==> config.mk <==
export PLATFORM = sky130hd
export DESIGN_NAME = vga_timing_counter
export DESIGN_NICKNAME = d
export VERILOG_FILES = /design/src/rtl/vga_timing_counter.sv
export SDC_FILE = /design/constraint.sdc
export NUM_CORES = 1
export LEC_CHECK = 0
export CAP_MARGIN = 20
export CORE_AREA = 2 2 64 66
export CTS_CLUSTER_SIZE = 40
export DETAILED_ROUTE_END_ITERATION = 10
export DIE_AREA = 0 0 66 68
export PLACE_DENSITY = 0.71
export SLEW_MARGIN = 10
export SYNTH_ARGS = -nofsm -noshare
export SYNTH_HDL_FRONTEND = slang
export SYNTH_SLANG_ARGS = --single-unit
==> constraint.sdc <==
create_clock -name clk -period 1.55 [get_ports clk]
set_clock_uncertainty 0.05 [all_clocks]
set_input_delay 0.155 -clock clk [delete_from_list [all_inputs] [get_ports clk]]
set_output_delay 0.155 -clock clk [all_outputs]
set_load 0.02 [all_outputs]
==> src/rtl/vga_timing_counter.sv <==
// vga_timing_counter: pixel-rate enable plus horizontal/vertical scan
// counters for an 800x525 VGA frame with a 640x480 visible window.
//
// Ports:
//   clk       in   system clock, rising edge
//   reset     in   synchronous active-high reset
//   run       in   count enable; low freezes divider and counters
//   pix_en    out  one-clk strobe at the pixel rate
//   h_count   out  horizontal slot 0..H_TOTAL-1 (hsync comparator input)
//   v_count   out  vertical line 0..V_TOTAL-1 (vsync comparator input)
//   active    out  (h_count, v_count) lies in the visible window
//   pix_x     out  visible column, 0 outside the window
//   pix_y     out  visible row, 0 outside the window
//   line_end  out  strobe on the last pixel slot of each line
//   frame_end out  strobe on the last pixel slot of each frame
module vga_timing_counter #(
    parameter int CLK_DIV  = 2,
    parameter int H_TOTAL  = 800,
    parameter int V_TOTAL  = 525,
    parameter int H_SYNC   = 96,
    parameter int V_SYNC   = 2,
    parameter int H_BACK   = 48,
    parameter int V_BACK   = 33,
    parameter int H_ACTIVE = 640,
    parameter int V_ACTIVE = 480
) (
    input  logic       clk,
    input  logic       reset,
    input  logic       run,
    output logic       pix_en,
    output logic [9:0] h_count,
    output logic [9:0] v_count,
    output logic       active,
    output logic [9:0] pix_x,
    output logic [8:0] pix_y,
    output logic       line_end,
    output logic       frame_end
);

    localparam int DIV_W = (CLK_DIV > 1) ? $clog2(CLK_DIV) : 1;
    localparam int HA0   = H_SYNC + H_BACK;
    localparam int HA1   = HA0 + H_ACTIVE;
    localparam int VA0   = V_SYNC + V_BACK;
    localparam int VA1   = VA0 + V_ACTIVE;

    localparam logic [DIV_W-1:0] DIV_LAST = DIV_W'(CLK_DIV - 1);
    localparam logic [9:0]       H_LAST   = 10'(H_TOTAL - 1);
    localparam logic [9:0]       V_LAST   = 10'(V_TOTAL - 1);

    // Window bounds are compared at 11 bits so an upper bound of
    // exactly 1024 does not alias to zero.
    localparam logic [10:0] H_LO = 11'(HA0);
    localparam logic [10:0] H_HI = 11'(HA1);
    localparam logic [10:0] V_LO = 11'(VA0);
    localparam logic [10:0] V_HI = 11'(VA1);

    localparam logic [9:0] H_OFF = 10'(HA0);
    localparam logic [8:0] V_OFF = 9'(VA0);

    if (CLK_DIV < 1 || CLK_DIV > 16) begin : g_bad_div
        $error("vga_timing_counter: CLK_DIV must be 1..16");
    end
    if (H_TOTAL < 1 || H_TOTAL > 1024) begin : g_bad_htot
        $error("vga_timing_counter: H_TOTAL must be 1..1024");
    end
    if (V_TOTAL < 1 || V_TOTAL > 1024) begin : g_bad_vtot
        $error("vga_timing_counter: V_TOTAL must be 1..1024");
    end
    if (HA1 > H_TOTAL) begin : g_bad_hwin
        $error("vga_timing_counter: horizontal window exceeds H_TOTAL");
    end
    if (VA1 > V_TOTAL) begin : g_bad_vwin
        $error("vga_timing_counter: vertical window exceeds V_TOTAL");
    end
    if (V_ACTIVE > 512) begin : g_bad_vact
        $error("vga_timing_counter: V_ACTIVE must fit in 9 bits");
    end

    logic [DIV_W-1:0] div_q, div_d;
    logic [9:0]       h_q, h_d;
    logic [9:0]       v_q, v_d;

    logic div_wrap;
    logic h_wrap;
    logic v_wrap;
    logic h_in;
    logic v_in;

    always_comb begin
        div_wrap = (div_q == DIV_LAST);
        h_wrap   = (h_q == H_LAST);
        v_wrap   = (v_q == V_LAST);

        // Reset masks the strobe so no downstream logic sees a pixel
        // slot while the counters are being cleared.
        pix_en    = run & div_wrap & ~reset;
        line_end  = pix_en & h_wrap;
        frame_end = line_end & v_wrap;

        div_d = div_q;
        h_d   = h_q;
        v_d   = v_q;

        if (run) begin
            div_d = div_wrap ? '0 : div_q + 1'b1;
        end

        // The vertical step rides on the horizontal wrap, so both
        // counters roll over on the same edge at end of frame.
        if (pix_en) begin
            h_d = h_wrap ? 10'd0 : h_q + 10'd1;
            if (h_wrap) begin
                v_d = v_wrap ? 10'd0 : v_q + 10'd1;
            end
        end
    end

    always_ff @(posedge clk) begin
        if (reset) begin
            div_q <= '0;
            h_q   <= 10'd0;
            v_q   <= 10'd0;
        end else begin
            div_q <= div_d;
            h_q   <= h_d;
            v_q   <= v_d;
        end
    end

    always_comb begin
        h_in   = ({1'b0, h_q} >= H_LO) && ({1'b0, h_q} < H_HI);
        v_in   = ({1'b0, v_q} >= V_LO) && ({1'b0, v_q} < V_HI);
        active = h_in & v_in;

        pix_x = 10'd0;
        pix_y = 9'd0;
        // The row offset is taken modulo 512; the visible row always
        // fits, so the dropped top bit never carries information.
        if (active) begin
            pix_x = h_q - H_OFF;
            pix_y = v_q[8:0] - V_OFF;
        end
    end

    assign h_count = h_q;
    assign v_count = v_q;

endmodule

* Word level (Yosys, flattened, before mapping) *
Index checks and enable logic that the tools add are counted.

cells by class
  add/subtract/negate cells = 5
  order comparisons = 4
  equal/unequal tests = 2
  mux-type cells = 5
  bitwise operators = 6
  reduce and logical (&&, ||, !) cells = 3

operator list
  kind                                                  count
  two-way mux 10 bit                                    3
  adder 10 x 1 -> 10 bit, second input constant         2
  == test 10 bit, second input constant                 2
  less-than comparator 10 bit, second input constant    2
  >= comparator 10 x 6 -> 1 bit, second input constant  1
  >= comparator 10 x 8 -> 1 bit, second input constant  1
  subtractor 10 x 8 -> 10 bit, second input constant    1
  two-way mux 9 bit                                     1
  subtractor 9 x 6 -> 9 bit, second input constant      1
  bitwise AND 1 bit                                     5
  logical AND 1 bit                                     2
  AND reduction 2 bit                                   1
  adder 1 bit, second input constant                    1
  two-way mux 1 bit                                     1
  inverter 1 bit                                        1

word-level totals
  bits in registers = 21
  input bits = 3
  output and inout bits = 43
  word-level logic and storage cells = 28

* Logic depth before layout (Yosys ltp) *
Gate-level depths: netlist of run 1.

  depth after elaboration = 4
  depth in mapped cells = 7

* Worst setup path before layout of run 1 *
No wires, ideal clock.

  path kind = reg2out
  start = reg h_q[4], in the netlist h_count[4]
  end = out pix_x[2]
  arrival time = 1.995 ns
  required time = 1.345 ns
  slack = -0.650 ns
  cell stages (with the launch flop) = 8
  path buffers = 1
  cell sequence = dfxtp_1 inv_1 ha_1 inv_1 o21ai_0 a31o_2 clkbuf_1 nor3b_1

between the ends
  word-level cells in the longest chain between the ends = 4
  elaborated cells between the ends (all ways) = 5

ends and longest elaborated chain
  element                                                                              RTL line  text
  from (decl)                                                                          80        logic [9:0] h_q, h_d;
  from (signal assigned)                                                               121       h_q <= 10'd0;
  from (signal assigned)                                                               125       h_q <= h_d;
  >= comparator 10 x 8 -> 1 bit / less-than comparator 10 bit (equally long branches)  131       h_in = ({1'b0, h_q} >= H_LO) && ({1'b0, h_q} < H_HI);
  logical AND 1 bit (*)                                                                131
  bitwise AND 1 bit (*)                                                                133       active = h_in & v_in;
  two-way mux 10 bit (*)                                                               139       if (active) begin
  to (decl)                                                                            34        output logic [9:0] pix_x,

Every way passes the cells marked *; elsewhere a longest branch is shown, timed or not.

* Worst setup path after layout of run 1 *
  start = reg v_q[0], in the netlist v_count[0]
  end = out pix_y[2]

between the ends
  word-level cells in the longest chain between the ends = 4
  elaborated cells between the ends (all ways) = 6

ends and longest elaborated chain
  element                                                                              RTL line  text
  from (decl)                                                                          81        logic [9:0] v_q, v_d;
  from (signal assigned)                                                               126       v_q <= v_d;
  >= comparator 10 x 6 -> 1 bit / less-than comparator 10 bit (equally long branches)  132       v_in = ({1'b0, v_q} >= V_LO) && ({1'b0, v_q} < V_HI);
  logical AND 1 bit                                                                    132
  bitwise AND 1 bit                                                                    133
  two-way mux 9 bit (*)                                                                139
  to (decl)                                                                            35        output logic [8:0] pix_y,

Marks and branches as above.

==> flow_metrics.env, run 1 <==
export IMPL_cts_hold_buf=0
export IMPL_hpwlAfterDp_um=3456
export IMPL_synth_edf_count=0
export IMPL_violations="setup timing"
export IMPL_synth_most_common_cell="dfxtp_1"
export IMPL_pin_count=46
export IMPL_die_w_um=66
export IMPL_grt_max_degree=13
export IMPL_power_density_nw_per_um2=323.8
export IMPL_period_needed_ps=2091
export IMPL_slowest_delay_ps=350
export IMPL_cp_end_kind="primary output"
export IMPL_synthXorXnorAreaFrac=0.1191
export IMPL_ys_warnings_count=0
export IMPL_worstSkewPairLatency_ps=260
export IMPL_synth_seq_area_share=0.2860
export IMPL_worstPathArrival_ps=1890
export IMPL_die_area_sq_um=4488
export IMPL_yosys_register_bits=21
export IMPL_fmax_mhz=478.4
export IMPL_relSlewSlack=0.7886
export IMPL_crit_start="v_count[0]"
export IMPL_path_cells="ha_4 > o41ai_4 > a21oi_2 > a41oi_4 > buf_4 > buf_12 > nor3_4 > buf_6"
export IMPL_critPathRequiredTime_ps=1340
export IMPL_finalSetupViolCount=32
export IMPL_viasPerCell=5.242
export IMPL_area_growth_pct=102.6
export IMPL_overflow=0
export IMPL_wl_per_cell_um=15.71
export IMPL_vias=1777
export IMPL_netSwitchingPower_mw=0.2193
export IMPL_slew_viol_final=0
export IMPL_layout_nets=300
export IMPL_crit_path_max_fanout=8
export IMPL_async_reset_ff_frac=0
export IMPL_synth_top_family_by_area="simple AND/OR/NAND/NOR gates"
export IMPL_period_share=1.349
export IMPL_critical_path_class="reg -> out"
export IMPL_drive_gt1_frac=0.5363
export IMPL_drt_iter0_drc=58
export IMPL_drtAntennaViolNets=0
export IMPL_ff2ff_path_depth=8
export IMPL_p_leak_nw=1.382
export IMPL_synth_common_cells="dfxtp_1, nor3_1, nor2_1"
export IMPL_synth_area_per_cell_sq_um=7.738
export IMPL_rsz0062_at_grt="yes"
export IMPL_grt_pass1_wl_um=8362
export IMPL_drt_pass1_iter_count=4
export IMPL_synth_top_area_frac=0.2860
export IMPL_ys_types=37
export IMPL_dp_cells=323
export IMPL_pwr_share_seq=0.557
export IMPL_fin_area_sq_um=2979
export IMPL_p_comb_frac=0.070
export IMPL_num_rows=23
export IMPL_maxCapViolCount=0
export IMPL_tightestPinTransition_ps=316.1
export IMPL_synth_simple_area_share=0.3115
export IMPL_stdcell_count=339
export IMPL_port_buffers=45
export IMPL_placeableCoreArea_sq_um=3856
export IMPL_p_clk_frac=0.372
export IMPL_cpMaxStageDelayCell="dfxtp_4"
export IMPL_clk_path_buf_depth=2
export IMPL_hold_path_class="in -> reg"
export IMPL_intPower_mw=0.7452
export IMPL_synthFlopType="dfxtp_1"
export IMPL_grt_pass1_vias=1701
export IMPL_drt_total_wl_um=5327
export IMPL_worst_slack_ps=-540.5
export IMPL_cts_sinks=21
export IMPL_tritoncts="done"
export IMPL_ir_drop_v=0.0002988
export IMPL_rr_startpoint="v_count[1]"
export IMPL_htree_levels=1
export IMPL_place_congestion=0.8155
export IMPL_diodes=0
export IMPL_cts_root_buf="clkbuf_8"
export IMPL_mappedNetlistNets=200
export IMPL_netlist_top_cell_by_area="dfxtp_1"
export IMPL_muxShareOfSynthArea=0.006809
export IMPL_hold_path_depth=3
export IMPL_track_usage=0.2436
export IMPL_cp_start_kind="register"
export IMPL_finalHoldViolations=0
export IMPL_initial_utilization=0.3812
export IMPL_die_y_um=68
export IMPL_synth_fa_ha_area_frac=0.05957
export IMPL_syn_cell_area_sq_um=1470
export IMPL_hp_start="reset"
export IMPL_p_sw_frac=0.2274
export IMPL_synth_area_top_cells="dfxtp_1, xnor2_1, nor3_1"
export IMPL_cts_buffers=3
export IMPL_status="finished with violations"
export IMPL_synthCells=190
export IMPL_placed_area_sq_um=2668
export IMPL_synth_compound_area_share=0.1379
export IMPL_antenna_found_initial=0
export IMPL_drc_errors=0
export IMPL_clk_pin_slew_ps=80
## what timing repair did
action,in CTS,in global routing
endpoints found under the setup margin,57,42
resized for setup,183,15
buffers inserted,6,6
gates cloned,2,0
pin swaps,20,3
## per-layer routing
metal	vias up	global-route usage	part of all wire
met5	-	0	0
met4	0	0.07908	0.016
met1	849	0.3185	0.44
met3	9	0.008224	0.020
li1	878	-	-
met2	41	0.4369	0.53
## worst paths after layout
check / end / slack, ps
setup / recovery: pix_y[2] / -540
setup reg to reg: v_count[3] / -420
hold reg to reg: div_q / 580
hold / removal: h_count[2] / 570
## state kept, by name (all words and copies together), names as in the netlist
signal	count
div_q	1
v_count	10
h_count	10
## power groups by stage
stage          logic, mW  registers, mW  clock network, mW
3_3_place_gp      0.0628          0.550                  0
3_5_place_dp      0.0640          0.551                  0
6_report          0.0680          0.537              0.359
2_1_floorplan     0.0258          0.556                  0
5_1_grt           0.0727          0.538              0.379
4_1_cts           0.0650          0.538              0.356
## worst max-delay path, delay by kind of cell (launching register included)
family                     cells  cell delay (ps)
AOI/OAI and AO/OA              3              610
buffers and inverters          3              430
DFF                            1              350
adders and majority gates      1              180
and+or+nand+nor                1               50
## layout by cell type (no fill, tap or decap), drive strengths merged, types with 7 or more instances in the layout
master       instances
dlygate4sd2         18
nor3                20
ha                   7
nand4               10
inv                 13
dfxtp               21
nor2                17
xnor2               14
buf                 87
a21oi               12
nand2                8
o21ai                8
## area by class of cell
class | instances | area, sq um
Inverter | 13 | 51.30
Clock buffer | 3 | 41.29
Multi-Input combinational cell | 141 | 1338
Timing Repair Buffer | 110 | 1033
Tap cell | 50 | 62.56
Fill cell | 268 | 877.1
Sequential cell | 21 | 447.9
Clock inverter | 1 | 5.005
## stage by stage
step                total power, mW  setup TNS (ps)  hold WS, ps    util  worst slack, ps
floorplan                    0.5814           -6313        241.8       -           -258.7
global placement             0.6130          -19580        551.9  0.6918           -706.1
detailed placement           0.6147          -20850        568.1  0.6918           -771.7
CTS                          0.9583          -14260        569.8  0.7573           -536.3
global route                 0.9898          -16990        595.7  0.7726           -610.5
finish                       0.9645          -14780        566.2  0.7726           -540.5
## logic make-up after synthesis
logic type | Yosys count
adder cells (fa/ha/maj) | 7
AND/OR/NAND/NOR | 82
AO/OA/AOI/OAI | 31
buffers and inverters | 28
multiplexers | 1
flip-flops | 21
XOR/XNOR | 20
Power figures use the tool's default switching activity.
==> inputs of run 2 (changes only) <==
Settings changed: CAP_MARGIN 20 to 5, DONT_BUFFER_PORTS set to 1, PLACE_DENSITY 0.71 to unset.
==> flow_metrics.env, run 2 (same netlist as run 1, synthesis figures left out) <==
export IMPL_status="finished with violations"
export IMPL_violations="setup timing"
export IMPL_drt_total_wl_um=4989
export IMPL_drt_iter0_drc=81
export IMPL_clk_path_buf_depth=2
export IMPL_relSlewSlack=0.7595
export IMPL_overflow=0
export IMPL_num_fill_cells=287
export IMPL_drt_pass1_iter_count=4
export IMPL_area_growth_pct=79.66
export IMPL_layout_common_cells="buf_4, nor3_4, xnor2_1"
export IMPL_grt_max_degree=12
export IMPL_crit_path_max_fanout=8
export IMPL_worstSkewPairLatency_ps=270
export IMPL_period_needed_ps=1999
export IMPL_cp_end_kind="primary output"
export IMPL_r2r_end="v_count[9]"
export IMPL_htree_levels=1
export IMPL_drc_errors=0
export IMPL_whs_endpoint="div_q"
export IMPL_clk_pin_slew_ps=80
export IMPL_dp_cells=284
export IMPL_cts_sinks=21
export IMPL_worstPathArrival_ps=1790
export IMPL_wl_per_cell_um=16.52
export IMPL_drive_gt1_frac=0.5873
export IMPL_finalSetupViolCount=32
export IMPL_grt_pass1_wl_um=7845
export IMPL_hold_path_class="in -> reg"
export IMPL_power_density_nw_per_um2=369.9
export IMPL_tritoncts="done"
export IMPL_fin_area_sq_um=2641
export IMPL_slew_viol_final=0
export IMPL_viasPerCell=5.523
export IMPL_r2r_slack_ps=-340
export IMPL_die_y_um=68
export IMPL_fin_setup_tns_ps=-11980
export IMPL_hpwlAfterDp_um=3536
export IMPL_initial_utilization=0.3812
export IMPL_ff2ff_path_depth=8
export IMPL_p_leak_nw=1.097
export IMPL_period_share=1.290
export IMPL_rr_startpoint="v_count[0]"
export IMPL_worst_slack_ps=-449.5
export IMPL_drtAntennaViolNets=0
export IMPL_placed_area_sq_um=2262
export IMPL_total_power_mw=0.9770
export IMPL_place_congestion=0.8495
export IMPL_hold_path_depth=2
export IMPL_track_usage=0.2287
export IMPL_num_rows=23
export IMPL_vias=1668
export IMPL_holdWs_ps=1.398
export IMPL_rsz0062_at_grt="yes"
export IMPL_finalHoldViolations=0
export IMPL_maxCapViolCount=0
export IMPL_cp_start_kind="register"
export IMPL_tightestPinTransition_ps=359.5
export IMPL_final_common_cell="buf_4"
export IMPL_grt_pass1_vias=1639
export IMPL_pin_count=46
export IMPL_port_buffers=0
export IMPL_critical_path_class="reg -> out"
export IMPL_die_area_sq_um=4488
export IMPL_stdcell_count=302
export IMPL_fmax_mhz=500.1
export IMPL_cts_root_buf="clkbuf_8"
export IMPL_crit_start="v_count[0]"
export IMPL_antenna_found_initial=0
export IMPL_layout_nets=263
export IMPL_critPathRequiredTime_ps=1340
export IMPL_cts_buffers=3
export IMPL_die_w_um=66
export IMPL_diodes=0
export IMPL_hp_start="run"
export IMPL_ir_drop_v=0.0003266
export IMPL_placeableCoreArea_sq_um=3856
[run 2: per-stage QoR]
| stage | setup WS [ps] | utilization |
|---|---|---|
| detailed placement | -270.8 | 0.5866 |
| global route | -525.9 | 0.6849 |
| global placement | -218.0 | 0.5866 |
| finish | -449.5 | 0.6849 |
| floorplan | -258.7 | - |
| CTS | -474.5 | 0.6593 |
[run 2: how the worst max path moves through the flow]
stage | cells past startpoint | endpoint
3_5_place_dp | 6 | pix_x[7]
6_report | 7 | pix_x[3]
3_3_place_gp | 6 | pix_x[6]
4_1_cts | 7 | pix_x[3]
2_1_floorplan | 6 | pix_x[2]
5_1_grt | 7 | pix_y[1]
[run 2: per-layer routing]
layer | track usage | up-vias | wire length (um)
li1 | - | 802 | -
met1 | 0.2949 | 803 | 2204
met2 | 0.3914 | 57 | 2477
met3 | 0.03289 | 6 | 237
met4 | 0.08163 | 0 | 70
met5 | 0 | - | 0
[run 2: report_power, final]
part | internal [mW] | switching [mW] | total, mW
Sequential | 0.536 | 0.00340 | 0.539
Combinational | 0.0222 | 0.0359 | 0.0581
Clock | 0.184 | 0.196 | 0.380
Total | 0.742 | 0.235 | 0.977
[run 2: what timing repair did]
action / in CTS / in global routing
hold endpoints to repair: 7 / 0
setup endpoints to repair: 39 / 39
buffers inserted: 11 / 0
resized for setup: 30 / 24
pin swaps: 17 / 17
gates cloned: 2 / 0
hold buffers: 1 / 0
[run 2: worst max-delay path: stages, from the launching register on]
cell     delay (ps)
dfxtp_4         370
ha_4            180
nor4_4          120
buf_4           160
a41oi_4         110
buf_6           150
buf_12          140
nor3b_4         300
[run 2: area by class of cell]
type | instances | area (sq um) | area share
well taps | 50 | 62.56 | 0.02369
repair buffers | 73 | 649.4 | 0.2459
clock buffers | 4 | 45.04 | 0.01705
multi-input cells | 141 | 1379 | 0.5220
flip-flops and latches | 21 | 449.2 | 0.1701
inverters | 13 | 56.30 | 0.02132
==> inputs of run 3 (changes only) <==
Settings changed: SETUP_SLACK_MARGIN set to 0.4.
==> flow_metrics.env, run 3 (same netlist as run 1, synthesis figures left out) <==
export IMPL_diodes=0
export IMPL_place_congestion=0.8161
export IMPL_worstPathArrival_ps=1830
export IMPL_die_y_um=68
export IMPL_cpMaxStageDelayCell="dfxtp_2"
export IMPL_track_usage=0.2446
export IMPL_finalSetupViolCount=31
export IMPL_p_leak_nw=1.215
export IMPL_placeableCoreArea_sq_um=3856
export IMPL_drc_errors=0
export IMPL_stdcell_count=316
export IMPL_drt_pass1_iter_count=5
export IMPL_drive_gt1_frac=0.6165
export IMPL_num_fill_cells=256
export IMPL_pin_count=46
export IMPL_vias=1710
export IMPL_path_cells="nor4b_4 > nand3_2 > a31o_4 > buf_12 > nor3b_4"
export IMPL_die_area_sq_um=4488
export IMPL_tightestPinTransition_ps=354.7
export IMPL_worstSkewPairLatency_ps=260
export IMPL_fmax_mhz=490.8
export IMPL_hpwlAfterDp_um=3665
export IMPL_clk_path_buf_depth=2
export IMPL_cp_start_kind="register"
export IMPL_period_needed_ps=2037
export IMPL_wl_per_cell_um=17.54
export IMPL_period_share=1.315
export IMPL_port_buffers=0
export IMPL_critical_path_class="reg -> out"
export IMPL_relSlewSlack=0.7627
export IMPL_ir_drop_v=0.0003653
export IMPL_slowest_delay_ps=340
export IMPL_antenna_found_initial=0
export IMPL_initial_utilization=0.3812
export IMPL_grt_max_degree=12
export IMPL_slew_viol_final=0
export IMPL_power_density_nw_per_um2=329.6
export IMPL_drtAntennaViolNets=0
export IMPL_finalHoldViolations=0
export IMPL_cts_buffers=3
export IMPL_die_w_um=66
export IMPL_status="finished with violations"
export IMPL_num_rows=23
export IMPL_cts_sinks=21
export IMPL_rsz0062_at_grt="yes"
export IMPL_hold_path_class="in -> reg"
export IMPL_place_ws_ps=-289.3
export IMPL_grt_pass1_wl_um=8362
export IMPL_drt_total_wl_um=5543
export IMPL_layout_nets=277
export IMPL_cts_root_buf="clkbuf_8"
export IMPL_worst_slack_ps=-487.5
export IMPL_viasPerCell=5.411
export IMPL_cp_end_kind="primary output"
export IMPL_area_growth_pct=99.40
export IMPL_clk_pin_slew_ps=80
export IMPL_violations="setup timing"
export IMPL_tritoncts="done"
export IMPL_critPathRequiredTime_ps=1340
export IMPL_dp_cells=288
export IMPL_grt_pass1_vias=1719
export IMPL_maxCapViolCount=0
export IMPL_layout_common_cells="buf_4, buf_6, nor3_4"
export IMPL_crit_path_max_fanout=5
export IMPL_drt_iter0_drc=56
export IMPL_htree_levels=1
export IMPL_overflow=0
export IMPL_final_common_cell="buf_4"
-- run 3: cell count changes in the layout (fill, tap and decap cells not counted), moves of 3 or more --
cell	change
dfxtp_4	+3
nor2_2	-5
buf_4	-3
dfxtp_1	-4
buf_6	+9
nor2_1	+6
-- run 3: critical path, delay by kind of cell, from the launching register on --
kind                   cells  cell delay, ps
buffers and inverters      1             160
DFF                        1             340
AOI/OAI and AO/OA          1             330
and+or+nand+nor            3             730
-- run 3: metrics by stage --
| stage | instance area [sq um] | TNS (ps) | hold WS (ps) | util | power, mW |
|---|---|---|---|---|---|
| floorplan | 1921 | -6336 | 241.8 | - | 0.5840 |
| global placement | 2345 | -5655 | 172.0 | 0.6080 | 0.5965 |
| detailed placement | 2345 | -7017 | 175.3 | 0.6080 | 0.5976 |
| CTS | 2768 | -13630 | 97.76 | 0.7177 | 0.9590 |
| global route | 2932 | -14880 | 95.27 | 0.7602 | 0.9946 |
| finish | 2932 | -12770 | 96.13 | 0.7602 | 0.9664 |
-- run 3: repair_timing --
item | 4_1_cts | 5_1_grt
setup buffers | 13 | 3
gates cloned | 5 | 1
endpoints found under the hold margin | 7 | 0
pin swaps | 24 | 24
hold buffers | 2 | 0
resized for setup | 40 | 27
endpoints found under the setup margin | 46 | 47
-- run 3: cell type report --
cell class / instances / area (sq um) / share of cell area
well taps: 50 / 62.56 / 0.02134
clock buffers: 4 / 45.04 / 0.01536
repair buffers: 87 / 900.9 / 0.3073
inverters: 13 / 58.81 / 0.02006
multi-input cells: 141 / 1403 / 0.4784
flip-flops and latches: 21 / 461.7 / 0.1575
-- run 3: power breakdown --
group	switching, mW	internal, mW
combinational	0.0342	0.0258
clock	0.188	0.183
sequential	0.00389	0.531
total	0.227	0.740
-- run 3: final timing paths --
check	start	slack, ps	depth (start not counted)	to
min	reset	100	2	h_count[1]
min reg2reg	v_count[3]	540	2	v_count[3]
max	h_count[3]	-490	5	pix_x[3]
max reg2reg	v_count[0]	-390	8	v_count[4]
-- run 3: metal layers --
metal | GRT usage | vias to the layer above | wire [um]
met2 | 0.4659 | 47 | 3019
met4 | 0.04847 | 0 | 57
met1 | 0.2988 | 831 | 2259
li1 | - | 824 | -
met5 | 0 | - | 0
met3 | 0.02632 | 8 | 206
